**config.mk**
```make
export PLATFORM = sky130hd
export DESIGN_NAME = jts16_bus_decode
export DESIGN_NICKNAME = d
export VERILOG_FILES = /design/src/rtl/jts16_bus_pkg.sv /design/src/rtl/jts16_bus_mux.sv /design/src/rtl/jts16_bus_decode.sv
export SDC_FILE = /design/constraint.sdc
export NUM_CORES = 1
export LEC_CHECK = 0
export CAP_MARGIN = 20
export CORE_ASPECT_RATIO = 1.4
export CORE_UTILIZATION = 39
export CTS_BUF_LIST = sky130_fd_sc_hd__clkbuf_4 sky130_fd_sc_hd__clkbuf_8
export DETAILED_ROUTE_END_ITERATION = 8
export PLACE_DENSITY = 0.88
export SLEW_MARGIN = 20
export SYNTH_ARGS = -nofsm -noshare
export SYNTH_HDL_FRONTEND = slang
export SYNTH_SLANG_ARGS = --single-unit
```
**constraint.sdc**
```tcl
create_clock -name clk -period 5.6 [get_ports clk]
set_clock_uncertainty 0.15 [all_clocks]
set_input_delay 0.84 -clock clk [delete_from_list [all_inputs] [get_ports clk]]
set_output_delay 0.84 -clock clk [all_outputs]
set_load 0.005 [all_outputs]
```
**src/rtl/jts16_bus_pkg.sv**
```systemverilog
// Shared definitions for the System 16 bus-cycle controller.
// State encodings and the default open-bus read value.
package jts16_bus_pkg;

    typedef enum logic [1:0] {
        ST_IDLE = 2'd0,
        ST_WAIT = 2'd1,
        ST_ACK  = 2'd2,
        ST_ERR  = 2'd3
    } bus_st_e;

    localparam logic [15:0] OPEN_BUS_DEF = 16'hFFFF;

endpackage

```
**src/rtl/jts16_bus_mux.sv**
```systemverilog
// Registered one-hot read-data mux with load enable.
// An all-zero select loads the default (open bus) value.
module jts16_bus_mux #(
    parameter int NDEV = 8,
    parameter int DW   = 16
) (
    input  logic               clk,
    input  logic               rst,
    input  logic               ld,
    input  logic [NDEV-1:0]    sel,
    input  logic [NDEV*DW-1:0] din,
    input  logic [DW-1:0]      def,
    output logic [DW-1:0]      q
);

    logic [DW-1:0] d;

    always_comb begin
        d = '0;
        for (int i = 0; i < NDEV; i++) begin
            if (sel[i]) d = d | din[i*DW +: DW];
        end
        if (sel == '0) d = def;
    end

    always_ff @(posedge clk) begin
        if (rst)     q <= '0;
        else if (ld) q <= d;
    end

endmodule

```
**src/rtl/jts16_bus_decode.sv**
```systemverilog
// 68000 bus-cycle controller: latches chip selects, waits, and
// answers with DTACKn or BERRn; read data goes through a registered mux.
import jts16_bus_pkg::*;

module jts16_bus_decode #(
    parameter int              NDEV     = 8,
    parameter int              DW       = 16,
    parameter logic [NDEV-1:0] OK_MASK  = {NDEV{1'b0}},
    parameter int              LAT      = 1,
    parameter int              TOUT     = 255,
    parameter logic [DW-1:0]   OPEN_BUS = {DW{1'b1}}
) (
    input  logic               clk,
    input  logic               rst,
    input  logic               asn,
    input  logic [1:0]         dsn,
    input  logic               rnw,
    input  logic [NDEV-1:0]    sel,
    input  logic [NDEV-1:0]    dev_ok,
    input  logic [NDEV*DW-1:0] dev_din,
    output logic [NDEV-1:0]    dev_cs,
    output logic [DW-1:0]      cpu_din,
    output logic               dtackn,
    output logic               berrn,
    output logic               unmapped,
    output logic [7:0]         st_lat
);

    localparam int CW = $clog2(TOUT + 1);

    bus_st_e         st_q, st_nx;
    logic [NDEV-1:0] cs_q, cs_nx, hit, mux_sel;
    logic [CW-1:0]   cnt_q, cnt_nx;
    logic [CW:0]     cnt_p1;
    logic [7:0]      lat_q, lat_nx;
    logic            rd_q, rd_nx, unm_q, unm_nx;
    logic            start, need_ok, got_ok, done, ld;

    assign start   = !asn && (rnw || dsn != 2'b11);
    assign hit     = sel & (-sel);
    assign need_ok = |(cs_q & OK_MASK);
    assign got_ok  = |(cs_q & dev_ok);
    // The first WAIT cycle's dev_ok may be left over from the previous access
    assign done    = need_ok ? (got_ok && cnt_q != '0)
                             : (cnt_q == CW'(LAT - 1));
    assign cnt_p1  = {1'b0, cnt_q} + 1'b1;

    always_comb begin
        st_nx   = st_q;
        cs_nx   = cs_q;
        cnt_nx  = cnt_q;
        rd_nx   = rd_q;
        lat_nx  = lat_q;
        unm_nx  = 1'b0;
        ld      = 1'b0;
        mux_sel = cs_q;
        unique case (st_q)
            ST_IDLE: begin
                cs_nx  = '0;
                cnt_nx = '0;
                if (start) begin
                    rd_nx = rnw;
                    if (|sel) begin
                        cs_nx = hit;
                        st_nx = ST_WAIT;
                    end else begin
                        unm_nx  = 1'b1;
                        ld      = rnw;
                        mux_sel = '0;
                        st_nx   = ST_ACK;
                    end
                end
            end
            ST_WAIT: begin
                cnt_nx = cnt_q + 1'b1;
                if (asn) begin
                    cs_nx = '0;
                    st_nx = ST_IDLE;
                end else if (done) begin
                    ld     = rd_q;
                    lat_nx = (32'(cnt_p1) > 32'd255) ? 8'hFF : 8'(cnt_p1);
                    st_nx  = ST_ACK;
                end else if (cnt_q == CW'(TOUT - 1)) begin
                    cs_nx = '0;
                    st_nx = ST_ERR;
                end
            end
            ST_ACK, ST_ERR: begin
                if (asn) begin
                    cs_nx = '0;
                    st_nx = ST_IDLE;
                end
            end
            default: st_nx = ST_IDLE;
        endcase
    end

    always_ff @(posedge clk) begin
        if (rst) begin
            st_q  <= ST_IDLE;
            cs_q  <= '0;
            cnt_q <= '0;
            rd_q  <= 1'b0;
            lat_q <= '0;
            unm_q <= 1'b0;
        end else begin
            st_q  <= st_nx;
            cs_q  <= cs_nx;
            cnt_q <= cnt_nx;
            rd_q  <= rd_nx;
            lat_q <= lat_nx;
            unm_q <= unm_nx;
        end
    end

    jts16_bus_mux #(.NDEV(NDEV), .DW(DW)) u_mux (
        .clk (clk),
        .rst (rst),
        .ld  (ld),
        .sel (mux_sel),
        .din (dev_din),
        .def (OPEN_BUS),
        .q   (cpu_din)
    );

    assign dev_cs   = cs_q;
    assign dtackn   = st_q != ST_ACK;
    assign berrn    = st_q != ST_ERR;
    assign unmapped = unm_q;
    assign st_lat   = lat_q;

    a_sel_onehot: assert property (@(posedge clk) disable iff (rst)
        (st_q == ST_IDLE && start) |-> $onehot0(sel));

endmodule
```
==> flow_summary_export.csv, run 1 <==
group,metric,value,unit
finish,post-route-util,0.683,
clock_tree,cts-root-buf,"clkbuf_8",
yosys,yosys-top-cells-count,"a22oi_1, dfxtp_1, nand2_1",
timing,max_slew_margin,0.363,
timing,rsz0062_at_grt,"false",
finish,area_growth,69.2,%
place,place_congestion,0.853,
timing,worst_slack,2.53,ns
global_routing,grt_util_all_layers,0.279,
floorplan,core_area,6570,um2
job,maxCapViolCount,0,
floorplan,ios,185,
worst_hold_path,hold_class,"reg -> reg",
critical_path,end_kind,"register",
place,preCtsSetupSlack,2.21,ns
clock_tree,tritoncts,"done",
timing,setup_viol,0,
yosys,ys_seq_area_frac,0.332,
critical_path,required,5.57,ns
yosys,yosysWarnings,0,
global_routing,grt_pass1_wl,15700,um
yosys,synth_seq_cells,44,
yosys,synth_area_leaders,"dfxtp_1, a22oi_1, a221oi_2",
yosys,syn-cell-area,2650,um2
critical_path,crit_fanout,16,
yosys,synth-edff-count,0,
clock_tree,clock_latency,0.30,ns
finish,antennaDiodeCount,0,
yosys,async_reset_ff_frac,0,
drt,wl_per_cell,18.9,um
yosys,yosysUniqueCellTypes,44,
clock_tree,cts_buffers,5,
clock_tree,cts.htree.levels,2,
yosys,yosysTopAreaCell,"dfxtp_1",
yosys,netlist.area_leader.share,0.332,
power,powerDensity,155,nW/um2
timing,finalHoldViolCount,0,
clock_tree,hold_buffers,0,
clock_tree,clock-sinks,44,
clock_tree,clk_pin_slew_worst_paths,0.07,ns
global_routing,antenna_found_initial,0,
drt,wl,10200,um
yosys,synth_area_per_cell,8.67,um2
critical_path,worstSetupStartpointType,"primary input",
floorplan,rows,35,
finish,final_nets,617,
floorplan,die_area,7140,um2
finish,fin_cells,539,
clock_tree,cts_setup_buffers,0,
drt,vias,3182,
yosys,synth_ff_type,"dfxtp_1",
global_routing,grt_pass1_vias,3300,
place,dp_cells,531,
clock_tree,clockBufferDepth,2,
yosys,netlist_instances,306,
floorplan,die_y,99.6,um
yosys,post-synth-top-count-cell,"a22oi_1",
timing,worst_slew_pin_slew,0.955,ns
critical_path,criticalPathCategory,"in -> reg",
timing,drv_slew,0,
critical_path,r2r-start,"dev_cs[6]",
drt,drtAntennaViolNets,0,
floorplan,initial_utilization,0.404,
finish,drive_gt1_frac,0.0624,
clock_tree,ctsResizeCount,0,
timing,min_period,3.07,ns
critical_path,critPathArrivalTime,3.04,ns
worst_hold_path,min_from,"u_mux.q[3]",
critical_path,startpoint,"sel[4]",
drt,drc,0,
drt,detail_route.iter0.violations,140,
floorplan,die_x,71.7,um
global_routing,grt_overflow_total,0,
run_status,outcome,"finished, final reports clean",
yosys,synthesis.nets,459,
global_routing,grt_max_degree,37,
place,io_buffers,176,
place,hpwl,7480,um
drt,firstDrtPassIters,5,
timing,tns,0,ns
power,power_leakage,1.57,nW
power,max-vdd-ir-drop,0.168,mV
timing,fmax,326,MHz
timing,fin_crit_sh,0.548,
drt,drt-vias-per-instance,5.90,
## path summary, 6_finish.rpt
check / end / slack [ns] / depth (start not counted)
max: u_mux.q[1] / 2.53 / 5
min: u_mux.q[3] / 0.31 / 2
max reg2reg: u_mux.q[1] / 3.07 / 3
min reg2reg: u_mux.q[3] / 0.31 / 2
## metal layers
| layer | global-route usage | vias up | part of all wire |
|---|---|---|---|
| met5 | 0 | - | 0 |
| met4 | 0.101 | 0 | 0.023 |
| met3 | 0.0395 | 22 | 0.053 |
| met2 | 0.531 | 135 | 0.54 |
| met1 | 0.306 | 1526 | 0.38 |
| li1 | - | 1499 | - |
## area by class of cell
type	instances	area, um2
Clock buffer	7	90.1
Clock inverter	1	7.51
Fill cell	561	2080
Inverter	23	86.3
Multi-Input combinational cell	213	1560
Sequential cell	44	881
Tap cell	74	92.6
Timing Repair Buffer	177	1770
## critical path, stage by stage
cell	delay [ns]
clkdlybuf4s50_1	0.51
nor4_4	0.40
nand4_2	0.20
a221oi_4	0.89
a221oi_1	0.19
## through the flow
step           power [mW]  cell area, um2  hold WS [ns]
4_1_cts             0.703            4490         0.316
6_report            0.696            4490         0.312
3_3_place_gp        0.486            4390         0.292
5_1_grt             0.724            4490         0.335
3_5_place_dp        0.490            4390         0.297
2_1_floorplan       0.371            2650         0.305
## flip-flops by register name, indices dropped and copies added (netlist names)
register / cells
u_mux.q: 16
cnt_q: 8
dev_cs: 8
st_lat: 8
st_q: 2
rd_q: 1
unmapped: 1
## where the power goes
group	internal (mW)	switching [mW]
clock network	0.105	0.107
registers	0.317	0.00950
logic	0.110	0.0477
## cells by family (layout without fill, tap and decap cells)
logic type      after synthesis  after routing  synth area share
buf+inv                      49            208            0.0797
xor+xnor                      1              1           0.00330
mux                           3              3            0.0113
compound gates              111            111             0.348
simple gates                 95             95             0.212
flops                        44             44             0.332
fa+ha+maj                     3              3            0.0142
## layout by cell type, fill, tap and decap left out, types with 2 or more instances in the layout
master             n
a221oi_1           5
o21ai_0            5
a32o_1             4
a22o_1             4
nor4_1             3
nand4_2            2
clkbuf_8           6
nor2_1            16
nand3_1            3
nand4_1           20
a21oi_1            9
inv_1             23
ha_1               3
nor2b_1            3
nand2_1           24
nor3_1             3
dfxtp_1           44
a22oi_1           67
and2_1             7
clkdlybuf4s50_1  176
nor4_4             2
a221oi_2          11
nand3b_1           2
mux2i_1            3
Power figures use the tool's default switching activity.
==> run 2, diff against run 1 <==
- CORE_UTILIZATION: 39 -> 36
- PLACE_DENSITY: 0.88 -> 0.82
- clock period: 5.6 -> 3 ns (I/O delays scaled with it)
==> run 2 against run 1 <==
Critical path depth decreased by 4. Cell count is 5.8% higher. Sequential cell count unchanged. Routed wire length up 2.1%. Utilization fell by 3.1 points. Register-to-register slack worse by 2.2 ns. Die area rose by 8.1%. Worst setup slack worse by 2.0 ns. Hold slack barely moved. Critical path type is now reg -> out.
==> flow_summary_export.csv, run 2 (synthesis results as in run 1) <==
group,metric,value,unit
run_status,outcome,"finished, final reports clean",
critical_path,critPathArrivalTime,1.83,ns
floorplan,core_area,7030,um2
global_routing,grt_pass1_vias,3251,
critical_path,worstPathCellList,"clkdlybuf4s50_1",
critical_path,critPathTopFamily,"flip-flops",
floorplan,die_area,7720,um2
finish,largest_reg_flops,16,
global_routing,met2_usage,0.488,
floorplan,die_y,104,um
timing,fin_crit_sh,0.810,
timing,setup_viol,0,
finish,drive_gt1_frac,0.0821,
finish,largest-register,"u_mux.q",
place,placed_area,4490,um2
worst_hold_path,hold_class,"reg -> reg",
power,p_seq_frac,0.473,
drt,vias,3156,
global_routing,use_met3,0.0389,
worst_hold_path,whs_path_depth,2,
timing,tns,0,ns
critical_path,required,2.40,ns
power,p_int,963,uW
critical_path,end_kind,"output pin",
global_routing,grtUsageMet1,0.284,
global_routing,grt_max_degree,25,
finish,final_common_cell,"clkdlybuf4s50_1",
global_routing,grt_pass1_wl,15600,um
clock_tree,cts_setup_buffers,0,
clock_tree,cts_buffers,5,
floorplan,rows,36,
place,io_buffers,176,
clock_tree,hold_buffers,0,
power,swShare,0.248,
drt,detail_route.iter0.violations,146,
drt,drtAntennaViolNets,0,
clock_tree,cts.htree.levels,2,
global_routing,grt_overflow_total,0,
clock_tree,clock-sinks,44,
timing,fmax,411,MHz
critical_path,crit_fanout,19,
timing,finalHoldViolCount,0,
drt,wl_per_cell,18.2,um
finish,final_nets,627,
place,hpwl,8010,um
critical_path,worstSetupStartpointType,"register",
clock_tree,tritoncts,"done",
place,place_congestion,0.905,
global_routing,antenna_found_initial,0,
power,powerDensity,280,nW/um2
timing,max_slew_margin,0.425,
clock_tree,cts-root-buf,"clkbuf_8",
timing,worst_slew_pin_slew,0.862,ns
floorplan,die_x,74.5,um
drt,firstDrtPassIters,4,
critical_path,critPathSlowestCell,"dfxtp_1",
critical_path,crit_path_max_incr_delay,0.89,ns
timing,hold-worst-slack,0.312,ns
drt,drc,0,
finish,final_cell_mix,"clkdlybuf4s50_1, a22oi_1, dfxtp_1, nand2_1, inv_1",
clock_tree,clock_latency,0.29,ns
critical_path,criticalPathCategory,"reg -> out",
job,maxCapViolCount,0,
timing,drv_slew,0,
floorplan,initial_utilization,0.377,
critical_path,reg2regPathDepth,7,
finish,antennaDiodeCount,0,
finish,fillers,616,
power,p_sw,318,uW
drt,wl,10400,um
floorplan,ios,185,
power,power_leakage,1.62,nW
power,p_clk_frac,0.293,
critical_path,crit_cells,1,
timing,rsz0062_at_grt,"false",
clock_tree,ctsResizeCount,0,
finish,design_area,4580,um2
finish,area_growth,72.8,%
power,max-vdd-ir-drop,0.323,mV
drt,drt-vias-per-instance,5.54,
clock_tree,clockBufferDepth,2,
global_routing,grt_util_all_layers,0.263,
global_routing,grt-busiest-layer,"met2",
critical_path,cp_num_buf_inv,1,
clock_tree,clk_pin_slew_worst_paths,0.09,ns
timing,min_period,2.43,ns
power,combPwrFrac,0.233,
## run 2: cell types whose count changed in the layout (fill, tap and decap cells not counted)
cell / delta
clkinv_4: +1
clkbuf_8: -1
clkinvlp_4: +1
clkbuf_4: -1
buf_4: +10
## run 2: path summary, 6_finish.rpt
path                                  from           to  slack, ns
worst max-delay path             dev_cs[0]    dev_cs[0]       0.57
worst min-delay path            u_mux.q[9]   u_mux.q[9]       0.31
worst max register to register    cnt_q[0]  u_mux.q[15]       0.89
worst min register to register  u_mux.q[9]   u_mux.q[9]       0.31
## run 2: through the flow
step	power, mW	util	std cells	worst slack [ns]
final	1.28	0.652	570	0.569
after CTS	1.30	0.652	570	0.550
after floorplan	0.692	-	306	1.07
after detailed placement	0.918	0.639	562	0.411
after global routing	1.34	0.652	570	0.474
after global placement	0.912	0.639	562	0.468
## run 2: cell type report
| type | count | area (um2) | area share |
|---|---|---|---|
| Sequential cell | 44 | 881 | 0.192 |
| Timing Repair Buffer | 187 | 1840 | 0.402 |
| Clock inverter | 3 | 23.8 | 0.00519 |
| Inverter | 23 | 86.3 | 0.0188 |
| Clock buffer | 5 | 68.8 | 0.0150 |
| Tap cell | 95 | 119 | 0.0259 |
| Multi-Input combinational cell | 213 | 1560 | 0.340 |
## run 2: power groups by stage
stage                     Sequential, mW  Clock (mW)  Combinational (mW)
after global routing               0.608       0.413               0.318
after detailed placement           0.620           0               0.297
final                              0.607       0.376               0.299
after CTS                          0.607       0.391               0.299
after floorplan                    0.610           0              0.0824
after global placement             0.620           0               0.292
## run 2: layer usage
metal / share of wire / wire (um)
met4: 0.031 / 327
met3: 0.067 / 694
met2: 0.52 / 5400
met1: 0.38 / 3960
met5: 0 / 0
